===== src/rtl/uart_pkg.sv =====
// rtl/uart_pkg.sv - shared UART defaults and FSM state encoding
package uart_pkg;

    localparam int DATA_W_DEF     = 8;
    localparam int PRESCALE_W_DEF = 6;

    localparam logic [2:0] ST_IDLE   = 3'd0;
    localparam logic [2:0] ST_START  = 3'd1;
    localparam logic [2:0] ST_DATA   = 3'd2;
    localparam logic [2:0] ST_PARITY = 3'd3;
    localparam logic [2:0] ST_STOP   = 3'd4;

endpackage


===== src/rtl/uart_tx_parity.sv =====
// rtl/uart_tx_parity.sv - combinational parity bit generator for the transmitter
module uart_tx_parity
    import uart_pkg::*;
#(
    parameter int DATA_W = DATA_W_DEF
) (
    input  logic [DATA_W-1:0] data_i,
    input  logic              par_typ_i,
    output logic              par_bit_o
);

    // Odd parity makes the total count of ones odd, so it is the inverted XOR.
    assign par_bit_o = par_typ_i ? ~^data_i : ^data_i;

endmodule


===== src/rtl/uart_tx.sv =====
// rtl/uart_tx.sv - UART transmitter: start, data LSB first, optional parity, stop
module uart_tx
    import uart_pkg::*;
#(
    parameter int DATA_W     = DATA_W_DEF,
    parameter int PRESCALE_W = PRESCALE_W_DEF
) (
    input  logic                  clk,
    input  logic                  rst,
    input  logic [DATA_W-1:0]     P_DATA,
    input  logic                  DATA_VALID,
    input  logic                  PAR_EN,
    input  logic                  PAR_TYP,
    input  logic [PRESCALE_W-1:0] prescale,
    output logic                  TX_OUT,
    output logic                  busy
);

    localparam int IDX_W = (DATA_W > 1) ? $clog2(DATA_W) : 1;
    localparam logic [IDX_W-1:0] LAST_IDX = IDX_W'(DATA_W - 1);

    logic [2:0]            state_q,    state_d;
    logic [PRESCALE_W-1:0] cnt_q,      cnt_d;
    logic [IDX_W-1:0]      idx_q,      idx_d;
    logic [DATA_W-1:0]     data_q,     data_d;
    logic [DATA_W-1:0]     shreg_q,    shreg_d;
    logic                  par_en_q,   par_en_d;
    logic                  par_typ_q,  par_typ_d;
    logic [PRESCALE_W-1:0] prescale_q, prescale_d;
    logic                  tx_q,       tx_d;
    logic                  busy_q,     busy_d;

    logic [PRESCALE_W-1:0] cell_last;
    logic                  cell_done;
    logic [DATA_W-1:0]     shreg_next;
    logic                  par_bit;

    // Parity is taken from the unshifted latched copy, never from the shifter.
    uart_tx_parity #(
        .DATA_W (DATA_W)
    ) u_parity (
        .data_i    (data_q),
        .par_typ_i (par_typ_q),
        .par_bit_o (par_bit)
    );

    // A latched prescale of 0 behaves as 1 clk per bit.
    assign cell_last  = (prescale_q == '0) ? '0 : prescale_q - PRESCALE_W'(1);
    assign cell_done  = (cnt_q == cell_last);
    assign shreg_next = shreg_q >> 1;

    // Next-state logic: tx_d is the line level for the cycle after this edge.
    always_comb begin
        state_d    = state_q;
        cnt_d      = cnt_q;
        idx_d      = idx_q;
        data_d     = data_q;
        shreg_d    = shreg_q;
        par_en_d   = par_en_q;
        par_typ_d  = par_typ_q;
        prescale_d = prescale_q;
        tx_d       = tx_q;
        busy_d     = busy_q;

        if (state_q != ST_IDLE) begin
            cnt_d = cell_done ? '0 : cnt_q + PRESCALE_W'(1);
        end

        case (state_q)
            ST_IDLE: begin
                tx_d   = 1'b1;
                busy_d = 1'b0;
                if (DATA_VALID) begin
                    state_d    = ST_START;
                    tx_d       = 1'b0;
                    busy_d     = 1'b1;
                    data_d     = P_DATA;
                    shreg_d    = P_DATA;
                    par_en_d   = PAR_EN;
                    par_typ_d  = PAR_TYP;
                    prescale_d = prescale;
                    cnt_d      = '0;
                    idx_d      = '0;
                end
            end
            ST_START: begin
                if (cell_done) begin
                    state_d = ST_DATA;
                    tx_d    = shreg_q[0];
                end
            end
            ST_DATA: begin
                if (cell_done) begin
                    if (idx_q == LAST_IDX) begin
                        idx_d = '0;
                        if (par_en_q) begin
                            state_d = ST_PARITY;
                            tx_d    = par_bit;
                        end else begin
                            state_d = ST_STOP;
                            tx_d    = 1'b1;
                        end
                    end else begin
                        idx_d   = idx_q + IDX_W'(1);
                        shreg_d = shreg_next;
                        tx_d    = shreg_next[0];
                    end
                end
            end
            ST_PARITY: begin
                if (cell_done) begin
                    state_d = ST_STOP;
                    tx_d    = 1'b1;
                end
            end
            ST_STOP: begin
                if (cell_done) begin
                    state_d = ST_IDLE;
                    tx_d    = 1'b1;
                    busy_d  = 1'b0;
                end
            end
            default: begin
                state_d = ST_IDLE;
                cnt_d   = '0;
                tx_d    = 1'b1;
                busy_d  = 1'b0;
            end
        endcase
    end

    // State registers; reset aborts any frame and parks the line high.
    always_ff @(posedge clk or posedge rst) begin
        if (rst) begin
            state_q    <= ST_IDLE;
            cnt_q      <= '0;
            idx_q      <= '0;
            data_q     <= '0;
            shreg_q    <= '0;
            par_en_q   <= 1'b0;
            par_typ_q  <= 1'b0;
            prescale_q <= '0;
            tx_q       <= 1'b1;
            busy_q     <= 1'b0;
        end else begin
            state_q    <= state_d;
            cnt_q      <= cnt_d;
            idx_q      <= idx_d;
            data_q     <= data_d;
            shreg_q    <= shreg_d;
            par_en_q   <= par_en_d;
            par_typ_q  <= par_typ_d;
            prescale_q <= prescale_d;
            tx_q       <= tx_d;
            busy_q     <= busy_d;
        end
    end

    assign TX_OUT = tx_q;
    assign busy   = busy_q;

endmodule


===== config.mk =====
export PLATFORM = sky130hd
export DESIGN_NAME = uart_tx
export DESIGN_NICKNAME = d
export VERILOG_FILES = /design/src/rtl/uart_pkg.sv /design/src/rtl/uart_tx_parity.sv /design/src/rtl/uart_tx.sv
export SDC_FILE = /design/constraint.sdc
export NUM_CORES = 1
export LEC_CHECK = 0
export CAP_MARGIN = 10
export CORE_ASPECT_RATIO = 1.1
export CORE_MARGIN = 4
export CORE_UTILIZATION = 57
export DETAILED_ROUTE_END_ITERATION = 6
export PLACE_DENSITY = 0.79
export RECOVER_POWER = 50
export SETUP_SLACK_MARGIN = 0.2
export SLEW_MARGIN = 20
export SYNTH_ARGS = -nofsm -noshare
export SYNTH_HDL_FRONTEND = slang
export SYNTH_HIERARCHICAL = 1
export SYNTH_SLANG_ARGS = --single-unit

===== constraint.sdc =====
create_clock -name clk -period 2.8 [get_ports clk]
set_input_delay 0.42 -clock clk [delete_from_list [all_inputs] [get_ports clk]]
set_output_delay 0.42 -clock clk [all_outputs]
set_load 0.05 [all_outputs]

# Yosys cells after proc, flatten, opt, wreduce, memory -nomap -nowiden
# Cells that the tools add are included.
[totals] ff_bits=38 latchBits=0 mem_bits_rw=0 romBits=0 in_bits=19 out_inout_bits=2 word_cells=75 n_memories=0
[classes] add_sub_neg=3 multipliers=0 div_mod_pow=0 n_lt_le_gt_ge=0 n_eq_ne=14 shift=0 mux=32 bitwise_logic=1 reduce_logical=15
[op_table] op="2-to-1 mux 3 bit" n=10
[op_table] op="2-to-1 mux 6 bit" n=4
[op_table] op="2-to-1 mux 8 bit" n=3
[op_table] op="one-hot mux 8 bit (2 select lines)" n=1
[op_table] op="one-hot mux 3 bit (5 select lines)" n=1
[op_table] op="!= test 2 bit, second input constant" n=7
[op_table] op="one-hot mux 6 bit (2 select lines)" n=1
[op_table] op="2-to-1 mux 1 bit" n=9
[op_table] op="XNOR reduction 8 bit" n=1
[op_table] op="parity 8 bit" n=1
[op_table] op="adder 6 x 1 -> 6 bit, second input constant" n=1
[op_table] op="== test 3 x 2 -> 1 bit, second input constant" n=2
[op_table] op="== test 3 bit, second input constant" n=2
[op_table] op="== test 6 bit" n=1
[op_table] op="zero test 6 bit" n=1
[op_table] op="one-hot mux 3 bit (2 select lines)" n=1
[op_table] op="AND reduction 3 bit" n=2
[op_table] op="AND reduction 6 bit" n=1
[op_table] op="subtractor 6 x 1 -> 6 bit, second input constant" n=1
[op_table] op="one-hot mux 1 bit (4 select lines)" n=1
[op_table] op="AND reduction 2 bit" n=2
[op_table] op="AND reduction 4 bit" n=1
[op_table] op="OR reduction 4 bit" n=1
[op_table] op="adder 3 x 1 -> 3 bit, second input constant" n=1
[op_table] op="other kinds (9)" n=9

# Logic depth before layout (Yosys ltp)
[logic_depth] word_depth=7 depth_mapped=9 depth_no_buf=8

# Modules after synthesis
# The synthesis kept the hierarchy.
[by_module_without_submodules] mod="uart_tx" instances=1 cells_each=233 area_each_um2=2162.1 seq_area_each_um2=952.2
[by_module_without_submodules] mod="uart_tx_parity" instances=1 cells_each=7 area_each_um2=82.6 seq_area_each_um2=0.0

# Least setup slack after synthesis
# Ideal clock, no wire load.
[synth_path] path_kind="flip-flop to flip-flop" startpoint="register prescale_q[0]" endpoint="register state_q[0]" setup_time_ps=94 arrival_ps=2261 required_ps=2706 setup_slack_ps=446 stages_incl_launch_ff=10 n_path_buf=1 synth_period_minus_slack_ps=2354 path_cell_list="dfrtp_1 -> inv_1 -> ha_1 -> nor3b_1 -> mux2i_1 -> xor2_1 -> o211a_2 -> buf_1 -> nand3_1 -> a221oi_2"
[synth_between] elab_chain_len=5 elab_cells_between_ends=9 classes_between="add/sub: 1; eq/ne: 5; mux: 1; reduce/logical: 2"
[synth_rtl] item="from (decl)" line="uart_tx.sv:29" source="logic [PRESCALE_W-1:0] prescale_q, prescale_d;"
[synth_rtl] item="from (signal assigned)" line="uart_tx.sv:153" source="prescale_q <= prescale_d;"
[synth_rtl] item="subtractor 6 x 1 -> 6 bit / zero test 6 bit (equally long branches)" line="uart_tx.sv:48" source="assign cell_last = (prescale_q == '0) ? '0 : prescale_q - PRESCALE_W'(1);"
[synth_rtl] item="2-to-1 mux 6 bit *" line="uart_tx.sv:48"
[synth_rtl] item="== test 6 bit *" line="uart_tx.sv:49" source="assign cell_done = (cnt_q == cell_last);"
[synth_rtl] item="!= test 2 bit (no line)"
[synth_rtl] item="AND reduction 6 bit (no line) *"
[synth_rtl] item="to (signal assigned)" line="uart_tx.sv:146" source="state_q <= state_d;"
[synth_rtl] item="to (decl)" line="uart_tx.sv:22" source="logic [2:0] state_q, state_d;"
# Every way passes the cells marked *; elsewhere a longest branch is shown, timed or not.
# A chain may end at the register's enable or synchronous reset.

# Final worst setup path
[layout_path] startpoint="register prescale_q[2]" endpoint="register tx_q, in the netlist TX_OUT"
[layout_between] elab_chain_len=5 elab_cells_between_ends=8 classes_between="add/sub: 1; eq/ne: 4; mux: 1; reduce/logical: 2"
[layout_rtl] item="subtractor 6 x 1 -> 6 bit / zero test 6 bit (equally long branches)" line="uart_tx.sv:48"
[layout_rtl] item="2-to-1 mux 6 bit *" line="uart_tx.sv:48"
[layout_rtl] item="== test 6 bit *" line="uart_tx.sv:49"
[layout_rtl] item="!= test 2 x 1 -> 1 bit (no line) / != test 2 bit (equally long branches)"
[layout_rtl] item="AND reduction 3 bit (no line) *"
[layout_rtl] item="to (signal assigned)" line="uart_tx.sv:154" source="tx_q <= tx_d;"
[layout_rtl] item="to (decl)" line="uart_tx.sv:30" source="logic tx_q, tx_d;"
# Marks and branches as above.

==> reports/results.tsv <==
metric	value	unit
Finished Layout Cells	310	
Fillers	283	
layout cells sized above 1	12.31	%
DRC	0	
Static Leak	1.229	nW
total power	1.067	mW
final HPWL from detailed placement	3378	um
Inserted Clock Buffers	5	
initial antenna violation count	0	
first-pass GRT wire length	8252	um
RSZ-0062 raised after global routing	false	
final hold slack	0.5216	ns
Post-synth EDFFs	0	
Clk Tree Root Cell	clkbuf_8	
Die X-Extent	67.84	um
Synth top area share	41.25	%
Max Cap Viol	0	
setup TNS	0	ns
Commonest cells post-synth	dfrtp_1 (37), nor2_1 (30), nor3_1 (29), nand3_1 (13), nand2_1 (10)	
register bit total from synthesis	38	
Place WS	0.3761	ns
CTS H-tree lvls	2	
design area	0.002606	sq mm
routability congestion estimate	0.8236	
P&R area growth vs syn	16.11	%
Max VDD drop	0.3826	mV
IO Count	21	
Synth area leaders	dfrtp_1 (41%), nor3_1 (6.5%), nor2_1 (5.0%)	
# diodes	0	
Routed WL	4809	um
Fmax	416.1	MHz
power per cell area	409.2	mW/mm^2
crit path kind	reg2reg	
# rows	23	
fin util	70.21	%
slew margin rel.	38.27	%
Yosys cell types	53	
# Post-CTS Setup Buffers	0	
clk sinks	38	
Die H	73.82	um
Via density	5.961	
clock buffer depth	2	
WL per Instance	15.51	um
Worst Path Required	3.03	ns
Synth Net Count	263	
Mapped Area	0.002245	sq mm
GRT Resource Usage Total	22.39	%
crit path from	prescale_q[2]	
ys flop type	dfrtp_1	
slew of the pin with the lowest slew margin	0.9260	ns
area leader, netlist	dfrtp_1	
Initial Util	60.47	%
die area	0.005007	sq mm
post-synthesis instance total	240	
CP arrival	2.63	ns
placed cells	303	
fin nets	283	
CP Launch Type	flop	
Critical Path Sink Type	flop	
endpoints failing setup	0	
Ys Warns	6	
area of the core	0.003712	sq mm
hold_sp	data_q[5]	
HP Class	reg2reg	
vias post-DR	1848	
port bufs	20	
Seq/Total Area, Yosys	42.42	%
Layout Skew	0.008821	ns
final setup margin	0.3970	ns
Pre-antenna DRT Iters	4	
worst-skew pair later-pin latency	0.30	ns
Crit Path Max Fanout	15	
post-route clock period utilization	85.82	%
CTS tree	built	
global route overflow	0	
Crit Reg-Reg Startpoint	prescale_q[2]	
minimum clock period	2.403	ns
max-slew violation count	0	
number of global-route vias before repair	1816	
async set or reset register ratio after synthesis	100.0	%
Post-Syn Area per Cell	9.353	sq um
largest net degree at the start of global routing	39	
Reg clk slew, reported paths	0.08	ns
initial DRC count	117	
post-route ant nets	0	
status	finished, final reports clean	
Final Hold Viols	0	
most numerous cell in the Yosys netlist	dfrtp_1	
DP Area	0.002495	sq mm
cell families (layout without fill, tap and decap cells):
| logic type | after synthesis | after routing | synth area share, % |
|---|---|---|---|
| compound gates | 45 | 45 | 15.72 |
| xor+xnor | 16 | 16 | 7.191 |
| fa+ha+maj | 4 | 4 | 2.230 |
| buf+inv | 21 | 41 | 3.902 |
| flops | 38 | 38 | 42.42 |
| mux | 11 | 11 | 5.407 |
| simple gates | 105 | 105 | 23.13 |
where the power goes:
group	total (mW)	leakage, nW	internal, mW	switching, mW
Clock	0.478	0.0573	0.285	0.193
Combinational	0.0400	0.685	0.0229	0.0171
Sequential	0.549	0.487	0.549	0
Total	1.07	1.23	0.856	0.210
timing repair:
item | 4_1_cts | 5_1_grt
endpoints found under the setup margin | 0 | 14
hold endpoints to repair | 0 | 0
resized for setup | 0 | 1
hold buffers | 0 | 0
area by class of cell:
type | count | area [sq um] | area share, %
Tap cell | 50 | 62.56 | 2.400
Clock buffer | 6 | 82.58 | 3.169
Timing Repair Buffer | 26 | 239.0 | 9.169
Sequential cell | 38 | 952.2 | 36.53
Inverter | 8 | 30.03 | 1.152
Clock inverter | 1 | 30.03 | 1.152
Multi-Input combinational cell | 181 | 1210 | 46.42
sequential cells by signal, indices dropped and copies added, names as in the netlist:
name,count
cnt_q,6
data_q,8
busy,1
idx_q,3
par_en_q,1
par_typ_q,1
state_q,3
shreg_q,8
TX_OUT,1
prescale_q,6
layout by cell type (no fill, tap or decap), drive strengths merged, types with 2 or more instances in the layout:
cell / n
xor2: 7
nand3: 13
inv: 7
nor4: 8
buf: 4
or2: 2
o22ai: 2
nor3: 29
and2: 3
and3: 2
nor2: 31
mux2: 9
nor3b: 2
o311a: 7
a32o: 3
nand2: 10
a22oi: 2
dfrtp: 37
a21oi: 7
xnor2: 8
clkdlybuf4s50: 19
a31oi: 2
o21ai: 8
clkbuf: 8
mux2i: 2
o211a: 3
ha: 4
metal layers:
metal	global-route usage, %	share of wire [%]
met5	0	0
met4	9.272	1.7
met3	6.269	5.2
met2	35.24	47
met1	28.84	46
final timing paths:
path | cells after the start | slack, ns | to
max in group asynchronous | 3 | 1.39 | cnt_q[5]
setup / recovery | 6 | 0.40 | TX_OUT
min in group asynchronous | 3 | 0.84 | shreg_q[5]
hold / removal | 2 | 0.52 | data_q[5]
hold reg to reg | 2 | 0.52 | data_q[5]
setup reg to reg | 6 | 0.40 | TX_OUT
critical path, cell delays in order (launching register included):
cell and delay (ns):
dfrtp_1 0.46, or4_4 0.57, o211a_1 0.23, a211oi_2 0.25, nor2_2 0.17, a22oi_1 0.31, mux2_1 0.35
Note: power is estimated with default switching activity, not from simulation.
